`src/rtl/led_blink_scheduler_if.sv`:
```
// Request/grant bundle between LED requesters and the blink scheduler.
// The master side owns req/cnt_in; the scheduler (slave) drives everything else.
interface led_blink_scheduler_if #(
    parameter int NREQ = 4,
    parameter int BW   = 4
);
    logic [NREQ-1:0]    req;
    logic [NREQ*BW-1:0] cnt_in;
    logic [NREQ-1:0]    gnt;
    logic               busy;
    logic               done;
    logic [2:0]         done_id;
    logic               y;

    // req is a level held by a requester until it sees done with its own id;
    // gnt is one-hot for the current owner and done is a single-cycle pulse.
    modport master (
        output req, cnt_in,
        input  gnt, busy, done, done_id, y
    );

    modport slave (
        input  req, cnt_in,
        output gnt, busy, done, done_id, y
    );
endinterface

```
`src/rtl/led_blink_scheduler.sv`:
```
// Round-robin arbiter that lends one LED to NREQ requesters, plays the
// owner's burst of blinks at a fixed half-period and enforces a dark gap.
module led_blink_scheduler #(
    parameter int NREQ        = 4,
    parameter int BW          = 4,
    parameter int CW          = 16,
    parameter int HALF_PERIOD = 25000,
    parameter int GAP         = 50000
) (
    input  logic                  clk,
    input  logic                  rst,
    led_blink_scheduler_if.slave  bus,
    output logic [1:0]            dbg_state
);
    typedef enum logic [1:0] {
        S_IDLE = 2'd0,
        S_ON   = 2'd1,
        S_OFF  = 2'd2,
        S_GAP  = 2'd3
    } state_t;

    localparam logic [CW-1:0] HP_T  = CW'(HALF_PERIOD);
    localparam logic [CW-1:0] GAP_T = CW'(GAP);

    state_t          state_q, state_d;
    logic [CW-1:0]   timer_q, timer_d;
    logic [BW-1:0]   remaining_q, remaining_d;
    logic [2:0]      rr_ptr_q, rr_ptr_d;
    logic [2:0]      owner_q, owner_d;
    logic [NREQ-1:0] gnt_q, gnt_d;
    logic            y_q, y_d;
    logic            busy_q, busy_d;
    logic            done_q, done_d;
    logic [2:0]      done_id_q, done_id_d;

    logic            found;
    logic [2:0]      winner;
    logic [NREQ-1:0] win_oh;
    logic [BW-1:0]   win_cnt;
    logic            owner_req;

    // First pass looks at rr_ptr..NREQ-1; if nothing is there, any request
    // left must sit below rr_ptr, so a plain low-to-high scan completes the wrap.
    always_comb begin
        found   = 1'b0;
        winner  = '0;
        win_oh  = '0;
        win_cnt = '0;
        for (int i = 0; i < NREQ; i++) begin
            if (!found && bus.req[i] && (3'(i) >= rr_ptr_q)) begin
                found      = 1'b1;
                winner     = 3'(i);
                win_oh     = '0;
                win_oh[i]  = 1'b1;
                win_cnt    = bus.cnt_in[i*BW +: BW];
            end
        end
        for (int i = 0; i < NREQ; i++) begin
            if (!found && bus.req[i]) begin
                found      = 1'b1;
                winner     = 3'(i);
                win_oh     = '0;
                win_oh[i]  = 1'b1;
                win_cnt    = bus.cnt_in[i*BW +: BW];
            end
        end
    end

    assign owner_req = |(bus.req & gnt_q);

    always_comb begin
        state_d     = state_q;
        timer_d     = timer_q;
        remaining_d = remaining_q;
        rr_ptr_d    = rr_ptr_q;
        owner_d     = owner_q;
        gnt_d       = gnt_q;
        y_d         = y_q;
        done_d      = 1'b0;
        done_id_d   = done_id_q;

        unique case (state_q)
            S_IDLE: begin
                if (found) begin
                    gnt_d       = win_oh;
                    remaining_d = win_cnt;
                    owner_d     = winner;
                    rr_ptr_d    = (winner == 3'(NREQ-1)) ? 3'd0 : winner + 3'd1;
                    state_d     = S_ON;
                    timer_d     = CW'(1);
                    // A zero count parks in ON with the LED dark for one cycle.
                    y_d         = (win_cnt != '0);
                end
            end
            S_ON: begin
                timer_d = timer_q + 1'b1;
                if (!owner_req || remaining_q == '0) begin
                    state_d   = S_GAP;
                    timer_d   = CW'(1);
                    y_d       = 1'b0;
                    gnt_d     = '0;
                    done_d    = 1'b1;
                    done_id_d = owner_q;
                end else if (timer_q == HP_T) begin
                    state_d = S_OFF;
                    timer_d = CW'(1);
                    y_d     = 1'b0;
                end
            end
            S_OFF: begin
                timer_d = timer_q + 1'b1;
                if (!owner_req || (timer_q == HP_T && remaining_q <= BW'(1))) begin
                    state_d   = S_GAP;
                    timer_d   = CW'(1);
                    y_d       = 1'b0;
                    gnt_d     = '0;
                    done_d    = 1'b1;
                    done_id_d = owner_q;
                end else if (timer_q == HP_T) begin
                    remaining_d = remaining_q - 1'b1;
                    state_d     = S_ON;
                    timer_d     = CW'(1);
                    y_d         = 1'b1;
                end
            end
            S_GAP: begin
                timer_d = timer_q + 1'b1;
                y_d     = 1'b0;
                gnt_d   = '0;
                if (timer_q == GAP_T) begin
                    state_d = S_IDLE;
                    timer_d = '0;
                end
            end
            default: state_d = S_IDLE;
        endcase

        busy_d = (state_d != S_IDLE);
    end

    always_ff @(posedge clk or posedge rst) begin
        if (rst) begin
            state_q     <= S_IDLE;
            timer_q     <= '0;
            remaining_q <= '0;
            rr_ptr_q    <= '0;
            owner_q     <= '0;
            gnt_q       <= '0;
            y_q         <= 1'b0;
            busy_q      <= 1'b0;
            done_q      <= 1'b0;
            done_id_q   <= '0;
        end else begin
            state_q     <= state_d;
            timer_q     <= timer_d;
            remaining_q <= remaining_d;
            rr_ptr_q    <= rr_ptr_d;
            owner_q     <= owner_d;
            gnt_q       <= gnt_d;
            y_q         <= y_d;
            busy_q      <= busy_d;
            done_q      <= done_d;
            done_id_q   <= done_id_d;
        end
    end

    assign bus.gnt     = gnt_q;
    assign bus.y       = y_q;
    assign bus.busy    = busy_q;
    assign bus.done    = done_q;
    assign bus.done_id = done_id_q;
    assign dbg_state   = state_q;
endmodule

```
`src/flat_wrapper.sv`:
```
// flat-port wrapper written by rule: the top's interface ports become plain ports
module led_blink_scheduler_flat 
#(
    parameter int NREQ        = 4,
    parameter int BW          = 4,
    parameter int CW          = 16,
    parameter int HALF_PERIOD = 25000,
    parameter int GAP         = 50000
)
  (clk, rst, dbg_state, bus_req, bus_cnt_in, bus_gnt, bus_busy, bus_done, bus_done_id, bus_y);
  led_blink_scheduler_if #(.NREQ(NREQ), .BW(BW)) bus_i ();
  input  logic clk;
  input  logic rst;
  output logic [1:0] dbg_state;
  input wire logic [$bits(bus_i.req)-1:0] bus_req;
  input wire logic [$bits(bus_i.cnt_in)-1:0] bus_cnt_in;
  output wire logic [$bits(bus_i.gnt)-1:0] bus_gnt;
  output wire logic [$bits(bus_i.busy)-1:0] bus_busy;
  output wire logic [$bits(bus_i.done)-1:0] bus_done;
  output wire logic [$bits(bus_i.done_id)-1:0] bus_done_id;
  output wire logic [$bits(bus_i.y)-1:0] bus_y;
  assign bus_i.req = bus_req;
  assign bus_i.cnt_in = bus_cnt_in;
  assign bus_gnt = bus_i.gnt;
  assign bus_busy = bus_i.busy;
  assign bus_done = bus_i.done;
  assign bus_done_id = bus_i.done_id;
  assign bus_y = bus_i.y;
  led_blink_scheduler #(.NREQ(NREQ), .BW(BW), .CW(CW), .HALF_PERIOD(HALF_PERIOD), .GAP(GAP)) u_core (.clk(clk), .rst(rst), .bus(bus_i), .dbg_state(dbg_state));
endmodule
```
`config.mk`:
```
export PLATFORM = sky130hd
export DESIGN_NAME = led_blink_scheduler_flat
export DESIGN_NICKNAME = d
export VERILOG_FILES = /design/src/rtl/led_blink_scheduler_if.sv /design/src/rtl/led_blink_scheduler.sv /design/src/flat_wrapper.sv
export SDC_FILE = /design/constraint.sdc
export NUM_CORES = 1
export LEC_CHECK = 0
export ABC_AREA = 1
export CAP_MARGIN = 30
export CORE_ASPECT_RATIO = 0.6
export CORE_MARGIN = 8
export CORE_UTILIZATION = 50
export CTS_BUF_LIST = sky130_fd_sc_hd__clkbuf_16
export CTS_CLUSTER_SIZE = 12
export DETAILED_ROUTE_END_ITERATION = 8
export GPL_TIMING_DRIVEN = 1
export PLACE_DENSITY_LB_ADDON = 0.15
export SETUP_SLACK_MARGIN = 0.15
export SLEW_MARGIN = 10
export SYNTH_ARGS = -nofsm -noshare
export SYNTH_HDL_FRONTEND = slang
export SYNTH_SLANG_ARGS = --single-unit
```
`constraint.sdc`:
```
create_clock -name clk -period 5.29 [get_ports clk]
set_clock_uncertainty 0.1 [all_clocks]
set_input_delay 1.3225 -clock clk [delete_from_list [all_inputs] [get_ports clk]]
set_output_delay 1.3225 -clock clk [all_outputs]
set_load 0.02 [all_outputs]
```
# Word level (Yosys, flattened, before mapping)
# Index checks and enable logic that the tools add are counted.
dict set report totals {
  register_bits 38
  input_bits 22
  wordCells 131
}
dict set report classes {
  n_addsub 3
  order_cmp 5
  eq_ne 13
  muxes 65
  n_bitwise 1
  reduce_logical 34
}
# cell count
set ops {}
lappend ops {{2-to-1 mux 16 bit} 5}
lappend ops {{2-to-1 mux 4 bit} 19}
lappend ops {{case mux 16 bit (4 select lines)} 1}
lappend ops {{2-to-1 mux 2 bit} 13}
lappend ops {{2-to-1 mux 1 bit} 17}
lappend ops {{adder 16 x 1 -> 16 bit, second input constant} 1}
lappend ops {{equality test 16 x 15 -> 1 bit, second input constant} 1}
lappend ops {{equality test 16 bit, second input constant} 1}
lappend ops {{case mux 4 bit (4 select lines)} 1}
lappend ops {{logical AND 1 bit} 12}
lappend ops {{2-to-1 mux 3 bit} 4}
lappend ops {{AND reduction 3 bit} 3}
lappend ops {{zero test 1 bit} 8}
lappend ops {{!= test 2 x 1 -> 1 bit, second input constant} 4}
lappend ops {{case mux 2 bit (4 select lines)} 1}
lappend ops {{case mux 4 bit (2 select lines)} 1}
lappend ops {{equality test 2 bit, second input constant} 3}
lappend ops {{>= comparator 1 x 3 -> 1 bit, first input constant} 2}
lappend ops {{>= comparator 2 x 3 -> 1 bit, first input constant} 2}
lappend ops {{!= test 3 x 1 -> 1 bit, second input constant} 2}
lappend ops {{case mux 3 bit (2 select lines)} 1}
lappend ops {{nonzero test 2 bit} 3}
lappend ops {{AND 4 bit} 1}
lappend ops {{<= comparator 4 x 1 -> 1 bit, second input constant} 1}
lappend ops {{other kinds (13)} 14}

# Longest topological paths before layout
dict set report logic_depth {
  word_depth 30
  mapped_depth 13
}

# Worst setup path before layout
# OpenSTA, ideal clock, no wires.
dict set report synth_timing {
  kind {input-to-reg}
  from {input bus_req[1]}
  to {register u_core.remaining_q[0]}
  setup_ps 123
  arrival_time_ps 2434
  setup_slack_ps 2633
  stages 9
  path_buffers 1
  path_cell_list {buf_2 nand2_2 nand4_4 nor3_4 nand3_4 nand3_2 inv_2 nor2_1 a21oi_2}
}
dict set report synth_via {
  elab_chain_cells 25
  word_cells_on_any_way 39
  cone_classes {2 x eq/ne; 16 x mux; 1 x bitwise; 20 x reduce/logical}
}
# item line
set synth_rtl {}
lappend synth_rtl {{from (decl)} flat_wrapper.sv:15} ;# input wire logic [$bits(bus_i.req)-1:0] bus_req;
lappend synth_rtl {{logical AND 1 bit (2 in series)} led_blink_scheduler.sv:50} ;# if (!found && bus.req[i] && (3'(i) >= rr_ptr_q)) begin
lappend synth_rtl {{2-to-1 mux 1 bit} led_blink_scheduler.sv:50}
lappend synth_rtl {{zero test 1 bit} led_blink_scheduler.sv:50}
lappend synth_rtl {{logical AND 1 bit (2 in series)} led_blink_scheduler.sv:50}
lappend synth_rtl {{2-to-1 mux 1 bit} led_blink_scheduler.sv:50}
lappend synth_rtl {{zero test 1 bit} led_blink_scheduler.sv:50}
lappend synth_rtl {{logical AND 1 bit (2 in series)} led_blink_scheduler.sv:50}
lappend synth_rtl {{2-to-1 mux 1 bit} led_blink_scheduler.sv:50}
lappend synth_rtl {{[... 6 more ...]} n/a}
lappend synth_rtl {{zero test 1 bit} led_blink_scheduler.sv:59} ;# if (!found && bus.req[i]) begin
lappend synth_rtl {{logical AND 1 bit} led_blink_scheduler.sv:59}
lappend synth_rtl {{2-to-1 mux 1 bit} led_blink_scheduler.sv:59}
lappend synth_rtl {{zero test 1 bit} led_blink_scheduler.sv:59}
lappend synth_rtl {{logical AND 1 bit} led_blink_scheduler.sv:59}
lappend synth_rtl {{2-to-1 mux 1 bit / 2-to-1 mux 4 bit (equally long branches)} led_blink_scheduler.sv:59}
lappend synth_rtl {{!= test 2 x 1 -> 1 bit (no source line) / 2-to-1 mux 4 bit (equally long branches)} n/a}
lappend synth_rtl {{AND reduction 4 bit (no source line) / case mux 4 bit (2 select lines) (equally long branches)} n/a}
lappend synth_rtl {{to (signal assigned)} led_blink_scheduler.sv:156} ;# remaining_q <= remaining_d;
lappend synth_rtl {{to (decl)} led_blink_scheduler.sv:27} ;# logic [BW-1:0] remaining_q, remaining_d;
# Parallel ways exist; a longest one is shown, timed or not. The select of a mux whose other input is x is not followed.
# A chain may end at the register's enable or synchronous reset.

# Final worst setup path
# Same ends and word-level chain as after synthesis.

==> results.cfg <==
[cts]
cts_root_buf = clkbuf_16
cts.sinks = 35
ctsResizeCount = 0
cts_made_buffers = 5
path_clk_slew_ps = 50
cts_setup_buffers = 0
clk_latency_ps = 270
cts-htree-levels = 2
cts.hold.buffers_added = 0
clockBufferDepth = 2
cts_tree = yes

[floorplanning]
die-area_um2 = 7940
pin_count = 34
fp-row-count = 20
die_h_um = 72.3
floorplan.initialDensity_pct = 52.0
chipWidth_um = 110
coreArea_um2 = 5080

[worst_setup_path]
path_class = primary input to flip-flop
critPathSlowestCell = clkdlybuf4s50_1
critical_path_buf_inv_count = 2
arrival_ps = 3340
required_ps = 5350
start_kind = primary input
worstPathCellList = clkdlybuf4s50_1, nand2_2, nand4_4, nor3_4, nand3_4, nand3_2, inv_2, nor2_1, a21oi_2
worstSetupEndpointType = flip-flop
critPathTopFamily = simple AND/OR/NAND/NOR gates
cpPeakStageDelay_ps = 620
critPathMaxFanout = 17

[yosys]
synth_top_area_share_pct = 33.1
async_flop_share_pct = 100
netlist_instances = 359
syn-mean-instance-area_um2 = 7.36
ys.flop_type = dfrtp_1
synthTopCellsByArea = dfrtp_1, nand2_1, nand3_1
synth-seq-cells = 35
yosysMostFrequentCell = nand2_1
synthesis.nets = 391
seq_area_frac_synth_pct = 33.1
yosys.area.top_type = dfrtp_1
syn_area_um2 = 2640
yosys_warnings = 0
yosys-top-cells-count = nand2_1, inv_1, nand3_1
synth_edf_count = 0
ys_types = 40

[routing]
drtAntennaViolNets = 0
first_iter_violations = 220
viasPerCell = 5.50
first_pass_iters = 7
routed_wl_um = 7010
route.detailed.drc = 0
avgRoutedWirePerCell_um = 15.2
vias = 2529

[power]
netSwitchingPower_uw = 126
p_int_uw = 456
seqPwrFrac_pct = 46.1
vdd_drop_max_v = 0.000141
pwr-share-clk_pct = 45.5
leakagePower_nw = 1.42
power_uw = 582
combPwrFrac_pct = 8.4
swShare_pct = 21.7
power_density_nw_per_um2 = 184

[place]
placed_cells = 454
place.gp.congestion = 0.929
dp_slack_ps = 1760
place_area_um2 = 3030
detailed_place_hpwl_um = 5600
io_buffer_count = 32

[finish]
fillers = 442
syn2layout_area_growth_pct = 19.4
drive_gt1_share_pct = 13.2
final_cells = 460
nets = 427
final_core_util_pct = 62.1
fin_area_um2 = 3150
diodes = 0

[global_route]
track_usage_pct = 18.7
gr-usage-met2_pct = 20.6
busiest_layer = met1
grt_pass1_vias = 2281
grt_use_met3_pct = 6.72
grt_pass1_wl_um = 11600
antenna_found_initial = 0
grt_max_degree = 36
grt_util_met1_pct = 31.2
grt_overflow_total = 0

[sta]
hold_ws_ps = 384
fmax_mhz = 304
finalMaxSlewViolations = 0
timing_hold_violations_final = 0
setup_ws_ps = 2000
layout_min_cycle_time_ps = 3290
rsz0062_at_grt = no
setup_tns_ps = 0
layout_worst_path_cycle_share_pct = 62.1
setup_viol = 0

[outcome]
status = complete, no violations

[job]
max_cap_viol_count = 0

[worst_hold_path]
min_path_type = flip-flop to flip-flop
[layer usage]
layer  vias to the layer above  part of all wire [%]
li1                       1256                     -
met1                      1158                    54
met2                       111                    34
met3                         4                    12
met4                         0                  0.38
met5                         -                     0
[power groups by stage]
stage	sequential (mW)	combinational (mW)	clock [mW]
6_report	0.268	0.0492	0.265
5_1_grt	0.268	0.0541	0.280
4_1_cts	0.268	0.0487	0.270
3_5_place_dp	0.273	0.0486	0
3_3_place_gp	0.273	0.0488	0
2_1_floorplan	0.273	0.0227	0
[sequential cells by signal (all words and copies together) (netlist names)]
| signal | count |
|---|---|
| u_core.bus.y | 1 |
| u_core.owner_q | 2 |
| u_core.bus.busy | 1 |
| u_core.rr_ptr_q | 2 |
| u_core.bus.done_id | 2 |
| u_core.dbg_state | 2 |
| u_core.timer_q | 16 |
| u_core.bus.done | 1 |
| u_core.remaining_q | 4 |
| u_core.bus.gnt | 4 |
[path summary, 6_finish.rpt]
path | from | to | slack [ps] | depth (start not counted)
setup / recovery | bus_req[1] | u_core.remaining_q[0] | 2000 | 9
hold reg to reg | u_core.bus.done_id[0] | u_core.bus.done_id[0] | 380 | 2
setup reg to reg | u_core.timer_q[0] | u_core.timer_q[8] | 3150 | 11
hold / removal | u_core.bus.done_id[0] | u_core.bus.done_id[0] | 380 | 2
max in group asynchronous | rst | u_core.bus.gnt[0] | 3410 | 3
min in group asynchronous | rst | u_core.bus.done_id[1] | 1360 | 3
[tightest hold or removal path: stages, from the launching register on]
cell	delay [ps]
dfrtp_1	340
nand2_1	50
o21ai_0	60
[cell usage in the layout, fill, tap and decap left out, drive strengths merged, types with 2 or more instances in the layout]
cell,count
xor2,7
ha,10
o22ai,12
a21oi,10
clkdlybuf4s50,32
nand3,46
clkbuf,5
inv,59
nor3,13
o21ai,28
nor4,3
nor2,34
dfrtp,35
nand2,76
nand4,14
o211ai,2
[cell type report]
class	count	area, µm²	share of cell area (%)
inverters	59	224	7.10
clock inverters	1	3.75	0.119
multi-input cells	261	1520	48.0
well taps	66	82.6	2.62
repair buffers	33	328	10.4
clock buffers	5	125	3.97
flip-flops and latches	35	876	27.8
[cell families (layout without fill, tap and decap cells)]
| family | after synthesis | after routing | synth area share (%) |
|---|---|---|---|
| buffers and inverters | 63 | 98 | 9.52 |
| flip-flops | 35 | 35 | 33.1 |
| adder cells (fa/ha/maj) | 10 | 10 | 4.73 |
| XOR/XNOR | 8 | 8 | 2.65 |
| other | 1 | 1 | 0.142 |
| AO/OA/AOI/OAI | 54 | 54 | 13.7 |
| AND/OR/NAND/NOR | 188 | 188 | 36.1 |
Power figures use the tool's default switching activity.
